**config.mk**
```make
export PLATFORM = sky130hd
export DESIGN_NAME = logic_eval_arbiter
export DESIGN_NICKNAME = d
export VERILOG_FILES = /design/src/rtl/logic_eval_arbiter.sv
export SDC_FILE = /design/constraint.sdc
export NUM_CORES = 1
export LEC_CHECK = 0
export ABC_AREA = 0
export CAP_MARGIN = 30
export CORE_MARGIN = 4
export CORE_UTILIZATION = 45
export CTS_BUF_LIST = sky130_fd_sc_hd__clkbuf_16
export DETAILED_ROUTE_END_ITERATION = 8
export PLACE_DENSITY = 0.78
export RECOVER_POWER = 50
export SYNTH_ARGS = -nofsm -noshare
export SYNTH_HDL_FRONTEND = slang
export SYNTH_SLANG_ARGS = --single-unit
```
**constraint.sdc**
```tcl
create_clock -name clk -period 1.7 [get_ports clk]
set_clock_uncertainty 0.1 [all_clocks]
set_input_delay 0.255 -clock clk [delete_from_list [all_inputs] [get_ports clk]]
set_output_delay 0.255 -clock clk [all_outputs]
set_load 0.03 [all_outputs]
```
**src/rtl/logic_eval_arbiter.sv**
```systemverilog
// Four-way round-robin arbiter in front of one shared E/F logic evaluator.
// A granted operand nibble is evaluated over EVAL_CYCLES cycles; the result is held until the consumer accepts it.
module logic_eval_arbiter #(
  parameter int EVAL_CYCLES = 2
) (
  input  logic        clk,
  input  logic        rst,
  input  logic [3:0]  req,
  input  logic [15:0] req_data,
  output logic [3:0]  gnt,
  output logic        rsp_valid,
  input  logic        rsp_ready,
  output logic [1:0]  rsp_id,
  output logic        rsp_e,
  output logic        rsp_f,
  output logic        busy,
  output logic [7:0]  op_count
);

  typedef enum logic [1:0] {
    ST_IDLE,
    ST_EVAL,
    ST_RESP
  } state_t;

  localparam logic [1:0] CNT_LOAD = 2'(EVAL_CYCLES - 1);

  state_t      r_state;
  state_t      w_stateNext;

  logic [1:0]  r_ptr;
  logic [1:0]  r_cnt;
  logic [3:0]  r_nib;
  logic [3:0]  r_gnt;
  logic        r_rspValid;
  logic [1:0]  r_rspId;
  logic        r_rspE;
  logic        r_rspF;
  logic [7:0]  r_opCount;

  logic        w_found;
  logic [1:0]  w_winner;
  logic [1:0]  w_idx;
  logic [3:0]  w_reqNib;
  logic        w_accept;
  logic        w_evalDone;
  logic        w_cntDec;
  logic        w_handshake;
  logic        w_a;
  logic        w_b;
  logic        w_c;
  logic        w_d;
  logic        w_eNext;
  logic        w_fNext;

  // Scan downward from ptr+3 to ptr so the requester closest to ptr wins last.
  always_comb begin
    w_found  = 1'b0;
    w_winner = r_ptr;
    w_idx    = r_ptr;
    for (int k = 3; k >= 0; k--) begin
      w_idx = r_ptr + 2'(k);
      if (req[w_idx]) begin
        w_winner = w_idx;
        w_found  = 1'b1;
      end
    end
  end

  assign w_reqNib = req_data[{w_winner, 2'b00} +: 4];

  assign w_a     = r_nib[3];
  assign w_b     = r_nib[2];
  assign w_c     = r_nib[1];
  assign w_d     = r_nib[0];
  assign w_eNext = ~w_a | (w_a & w_b) | w_c;
  assign w_fNext = ~(((w_a & w_b) | w_c) & w_d);

  always_ff @(posedge clk) begin
    if (rst) begin
      r_state <= ST_IDLE;
    end else begin
      r_state <= w_stateNext;
    end
  end

  always_comb begin
    w_stateNext = r_state;
    w_accept    = 1'b0;
    w_evalDone  = 1'b0;
    w_cntDec    = 1'b0;
    w_handshake = 1'b0;
    case (r_state)
      ST_IDLE: begin
        if (w_found) begin
          w_accept    = 1'b1;
          w_stateNext = ST_EVAL;
        end
      end
      ST_EVAL: begin
        if (r_cnt == 2'd0) begin
          w_evalDone  = 1'b1;
          w_stateNext = ST_RESP;
        end else begin
          w_cntDec = 1'b1;
        end
      end
      ST_RESP: begin
        if (r_rspValid && rsp_ready) begin
          w_handshake = 1'b1;
          w_stateNext = ST_IDLE;
        end
      end
      default: begin
        w_stateNext = ST_IDLE;
      end
    endcase
  end

  // The operand is captured at acceptance so later req_data changes cannot disturb the result.
  always_ff @(posedge clk) begin
    if (rst) begin
      r_ptr      <= 2'd0;
      r_cnt      <= 2'd0;
      r_nib      <= 4'd0;
      r_gnt      <= 4'd0;
      r_rspValid <= 1'b0;
      r_rspId    <= 2'd0;
      r_rspE     <= 1'b0;
      r_rspF     <= 1'b0;
      r_opCount  <= 8'd0;
    end else begin
      r_gnt <= 4'd0;
      if (w_accept) begin
        r_gnt   <= 4'b0001 << w_winner;
        r_nib   <= w_reqNib;
        r_rspId <= w_winner;
        r_ptr   <= w_winner + 2'd1;
        r_cnt   <= CNT_LOAD;
      end
      if (w_cntDec) begin
        r_cnt <= r_cnt - 2'd1;
      end
      if (w_evalDone) begin
        r_rspE     <= w_eNext;
        r_rspF     <= w_fNext;
        r_rspValid <= 1'b1;
      end
      if (w_handshake) begin
        r_rspValid <= 1'b0;
        r_opCount  <= r_opCount + 8'd1;
      end
    end
  end

  assign gnt       = r_gnt;
  assign rsp_valid = r_rspValid;
  assign rsp_id    = r_rspId;
  assign rsp_e     = r_rspE;
  assign rsp_f     = r_rspF;
  assign busy      = (r_state != ST_IDLE);
  assign op_count  = r_opCount;

endmodule

```
* Word-level counts from Yosys, hierarchy flattened
Index checks and enable logic that the tools add are counted.
** Cells by class
- Equal/unequal tests :: 5
- Div/mod/pow operators :: 0
- Order comparisons :: 4
- Shifts and indexed selects :: 2
- Multipliers :: 0
- Add/sub/neg operators :: 6
- Reductions and logical operators :: 8
- Bitwise gates (word level) :: 8
- Multiplexer cells :: 30
** Operators with widths (count)
- 2-bit two-way mux :: 9
- 1-bit two-way mux :: 16
- 16-bit by 5-bit variable part select with 4-bit output :: 1
- 2-bit by 3-bit < comparator with 1-bit output (second input constant) :: 4
- 8-bit by 1-bit adder with 8-bit output (second input constant) :: 1
- 1-bit binary-select mux with 2-bit select :: 4
- 2-bit != test (second input constant) :: 3
- 2-bit case mux with 3 select lines :: 1
- 2-bit by 1-bit adder with 2-bit output (second input constant) :: 2
- 2-bit adder (second input constant) :: 2
- 2-bit zero test :: 2
- 2-bit nonzero test :: 2
- 2-bit OR reduction :: 2
- 1-bit by 2-bit << shifter with 4-bit output (first input constant) :: 1
- 1-bit inverter :: 3
- 1-bit bitwise OR :: 3
- 3-bit AND reduction :: 1
- 1-bit bitwise AND :: 2
- 2-bit by 1-bit equality test with 1-bit output (second input constant) :: 1
- 2-bit equality test (second input constant) :: 1
- 2-bit by 1-bit subtractor with 2-bit output (second input constant) :: 1
- 1-bit logical AND :: 1
** Word-level totals
- Bits in writable memories :: 0
- ROM bits :: 0
- Register bits after elaboration :: 27
- Bits in latches :: 0
- Memories :: 0
- Input bits :: 23
- Word-level logic and storage cells :: 73

* Longest topological paths before layout
- Depth after elaboration :: 11
- Mapped depth :: 7
- Depth with buffers taken out :: 6

* Worst setup path after synthesis
No wires, ideal clock.
- Kind :: reg-to-reg
- Start :: register r_rspValid, in the netlist rsp_valid
- End :: register r_opCount[5], in the netlist op_count[5]
- Slack :: 0.044 ns
- Cell stages (with the launch flop) :: 7
- Data arrival time :: 1.428 ns
- Library setup time :: 0.128 ns
- Data required time :: 1.472 ns
- Cell sequence :: dfxtp_1 and4b_1 buf_2 and4_1 nand3_1 xor2_1 nor2_1
** On the way
- Cells in the longest elaborated chain, start to end :: 3
** RTL lines
- start, declared :: line 35 : logic r_rspValid;
- start signal, assigned :: line 127 : r_rspValid <= 1'b0;
- start signal, assigned :: line 147 : r_rspValid <= 1'b1;
- start signal, assigned :: line 150 : r_rspValid <= 1'b0;
- 1-bit logical AND :: line 109 : if (r_rspValid && rsp_ready) begin
- 1-bit two-way mux :: line 109
- 1-bit two-way mux :: line 93 : case (r_state)
- end signal, assigned :: line 151 : r_opCount <= r_opCount + 8'd1;
- end, declared :: line 39 : logic [7:0] r_opCount;
No other way between the ends.
A chain may end at the register's enable or synchronous reset.

* Worst setup path after layout
- Start :: register r_gnt[3], in the netlist gnt[3]
- End :: output gnt[3]
** RTL lines
- start, declared :: line 34 : logic [3:0] r_gnt;
- start signal, assigned :: line 135 : r_gnt <= 4'b0001 << w_winner;
- end, declared :: line 10 : output logic [3:0] gnt,
No word-level cell between the ends.

==> results.py <==
metrics = {
    "status": {
        "status": "finished, final reports clean",
    },
    "timing": {
        "max_freq_ghz": 0.606,
        "period_needed_ns": 1.65,
        "timing.final.crit_share_pct": 97.1,
        "worst_slack_ns": 0.0491,
        "rsz0062_at_grt": "true",
        "slew_headroom_pct": 73.4,
        "slew_violations": 0,
        "finalSetupViolations": 0,
        "tightest_slew_ns": 0.398,
        "hold_viol": 0,
        "finalSetupTns_ns": 0,
    },
    "drt": {
        "wl_per_cell_um": 14.4,
        "ant_nets": 0,
        "drc": 0,
        "drt_iter0_drc": 25,
        "totalWireLength_um": 3190,
        "vias": 1204,
        "dr.pass1.iters": 4,
        "via_per_inst": 5.45,
    },
    "power_and_ir_drop": {
        "p_clk_share_pct": 26.5,
        "p_leak_nw": 0.763,
        "p_total_mw": 2.05,
        "power.density_nw_per_um2": 1090,
        "power_frac_seq_pct": 37.9,
        "combPwrFrac_pct": 35.6,
        "p_sw_share_pct": 31.3,
        "p_int_mw": 1.41,
        "ir_worst_vdd_uv": 692,
        "power_switching_mw": 0.641,
    },
    "synth": {
        "synth_top_family_by_area": "simple AND/OR/NAND/NOR gates",
        "synth_compound_area_share_pct": 14.3,
        "synth_top_area_share_pct": 41.7,
        "yosys.area_share.simple_pct": 24.3,
        "syn_area_per_cell_um2": 9.32,
        "syn-num-nets": 164,
        "netlist_area_um2": 1290,
        "ys_ff_latch": 27,
        "synthTopCellsByArea": "dfxtp_1, mux2i_1, nor2_1, xor2_1, o221ai_1",
        "ys_seq_area_share_pct": 41.7,
        "synthAdderAreaFrac_pct": 1.93,
        "yosysUniqueCellTypes": 41,
        "yosys.area_share.xor_xnor_pct": 5.41,
        "muxShareOfSynthArea_pct": 6.96,
        "yosysTopAreaCell": "dfxtp_1",
        "ys_warn_count": 0,
        "syn-instance-count": 139,
    },
    "floorplan": {
        "die_area_um2": 3800,
        "initial_core_util_pct": 47.0,
        "die_x_um": 61.6,
        "io_pins": 41,
        "num_rows": 19,
        "core_um2": 2760,
        "die_h_um": 61.6,
    },
    "worst_hold_path": {
        "worstHoldPathType": "reg -> reg",
        "hold_depth": 1,
        "worst_hold_startpoint": "r_nib[0]$_SDFFE_PP0P_",
        "hold_end": "rsp_f$_SDFFE_PP0P_",
    },
    "critical_path": {
        "crit_family": "buffers and inverters",
        "r2r_setup_slack_ns": 0.09,
        "crit_path_start_kind": "flop",
        "worst-path-buf-inv": 1,
        "worstSetupPathDepth": 1,
        "worstSetupEndpointType": "output pin",
        "crit_required_ns": 1.34,
        "critical_path.max_fanout": 1,
        "r2r_end": "r_ptr[1]$_SDFFE_PP0P_",
        "critPathSlowestCell": "dlygate4sd3_1",
        "timing.rr.start": "r_ptr[1]$_SDFFE_PP0P_",
        "critPathKind": "reg -> out",
        "cp_cell_sequence": "dlygate4sd3_1",
        "cp_slowest_stage_delay_ns": 0.73,
        "r2r_cells": 6,
        "crit_arrival_ns": 1.30,
    },
    "grt": {
        "grtUsageMet2_pct": 32.4,
        "grt_pass1_vias": 1245,
        "overflow": 0,
        "grt_pass1_wl_um": 5180,
        "grtUsageMet3_pct": 4.40,
        "grtUsageTotal_pct": 18.3,
        "busiest_layer": "met2",
        "antenna_found_initial": 0,
        "grt.met1_usage_pct": 20.5,
        "grt_max_degree": 17,
    },
    "place": {
        "dpl.hpwl_um": 2430,
        "place_area_um2": 1780,
        "preCtsSetupSlack_ns": -0.376,
        "place.gp.congestion": 0.739,
        "port_buffers": 40,
    },
    "final_layout": {
        "final_layout_size_suffix_gt1_share_pct": 15.3,
        "regArea_um2": 543,
        "design_area_um2": 1880,
        "synthToLayoutAreaGrowth_pct": 45.1,
        "antennaDiodeCount": 0,
        "multi_input_area_um2": 706,
        "fillers": 226,
        "nets": 216,
    },
    "clock_tree": {
        "cts-root-buf": "clkbuf_16",
        "cts.sinks": 27,
        "clkTransAtPathRegs_ns": 0.07,
        "clock_latency_ns": 0.26,
        "clockBufferDepth": 2,
        "cts_tree": "done",
        "ctsHoldBuffers": 0,
        "cts_max_level": 1,
        "cts_buffers": 3,
    },
    "job": {
        "drv_cap": 0,
    },
}
[routing by layer]
layer	up-vias	routed length (um)
met5	-	0
met4	0	16
met3	2	151
met2	28	1700
met1	581	1330
li1	593	-
[area by class of cell]
type	count	share of cell area, %
Timing Repair Buffer	53	26.1
Inverter	5	0.999
Multi-Input combinational cell	101	37.5
Sequential cell	27	28.9
Clock buffer	3	3.99
Tap cell	31	2.06
Clock inverter	1	0.399
[what timing repair did]
item	in CTS	in global routing
hold endpoints to repair	0	0
cloned	1	0
setup buffers	1	0
resized for setup	12	10
setup endpoints to repair	12	10
pin swaps	4	1
[state kept, by name (all words and copies together), names as in the netlist]
register   cells
r_state        2
op_count       8
r_cnt          2
rsp_e          1
rsp_f          1
r_nib          4
rsp_valid      1
r_ptr          2
rsp_id         2
gnt            4
[Yosys cell counts (all sizes together)]
| cell type | number |
|---|---|
| a31oi | 1 |
| buf | 4 |
| nand3 | 2 |
| nor4 | 2 |
| nand2b | 1 |
| o21ai | 2 |
| and4b | 1 |
| nor3b | 1 |
| o221ai | 4 |
| o21bai | 1 |
| and4 | 1 |
| nand4 | 2 |
| clkbuf | 2 |
| nand3b | 4 |
| o221a | 1 |
| and2 | 1 |
| xnor2 | 3 |
| and3 | 2 |
| a21o | 1 |
| dfxtp | 27 |
| nor2b | 4 |
| and3b | 1 |
| nand2 | 10 |
| nor3 | 4 |
| mux2i | 9 |
| a211oi | 2 |
| a311oi | 2 |
| xor2 | 5 |
| nor2 | 23 |
| a2bb2oi | 2 |
| a21oi | 5 |
| or4 | 1 |
| o41ai | 1 |
| inv | 5 |
| ha | 2 |
[worst max-delay path by stage]
stage | start | end | slack, ns
3_5_place_dp | req[3] | r_nib[0]$_SDFFE_PP0P_ | -0.38
5_1_grt | req[0] | r_ptr[1]$_SDFFE_PP0P_ | -0.001
2_1_floorplan | rsp_valid$_SDFFE_PP0P_ | op_count[5]$_SDFFE_PP0P_ | 0.04
3_3_place_gp | req[3] | r_nib[0]$_SDFFE_PP0P_ | -0.33
4_1_cts | op_count[4]$_SDFFE_PP0P_ | op_count[4] | 0.009
6_report | gnt[3]$_SDFF_PP0_ | gnt[3] | 0.05
[cell families (layout without fill, tap and decap cells)]
family                     Yosys count  in the layout
xor gates and xnor gates             8              8
muxes                                9              9
buffers and inverters               11             62
DFF                                 27             27
adders and majority gates            2              2
AOI/OAI and AO/OA                   22             22
and+or+nand+nor                     60             60
[through the flow]
step / hold slack (ns) / std cells / utilization, %
after global routing: 0.396 / 221 / 68.1
final: 0.370 / 221 / 68.1
after global placement: 0.345 / 215 / 64.5
after floorplan: 0.324 / 139 / -
after detailed placement: 0.358 / 215 / 64.5
after CTS: 0.367 / 221 / 69.2
[power groups by stage]
stage,clock (mW),combinational (mW),sequential [mW]
after global routing,0.567,0.787,0.785
after floorplan,0,0.380,0.839
after CTS,0.542,0.733,0.772
after global placement,0,0.641,0.781
after detailed placement,0,0.663,0.786
final,0.543,0.729,0.777
[cells in the final DEF, fill, tap and decap left out, types with 2 or more instances in the layout]
master           count
nor2_2               2
a2bb2oi_1            2
nor2_1              21
clkdlybuf4s50_1     26
nor4_1               2
a21oi_1              5
nor3_1               4
buf_4                8
clkbuf_16            3
dfxtp_1             25
nand3_1              2
mux2i_1              8
nand3b_1             4
inv_1                4
o221ai_1             3
dfxtp_2              2
clkbuf_1             7
a311oi_1             2
xnor2_1              3
nand4_1              2
nor2b_1              4
dlygate4sd2_1        8
ha_1                 2
nand2_1              9
xor2_1               5
Power figures use the tool's default switching activity.
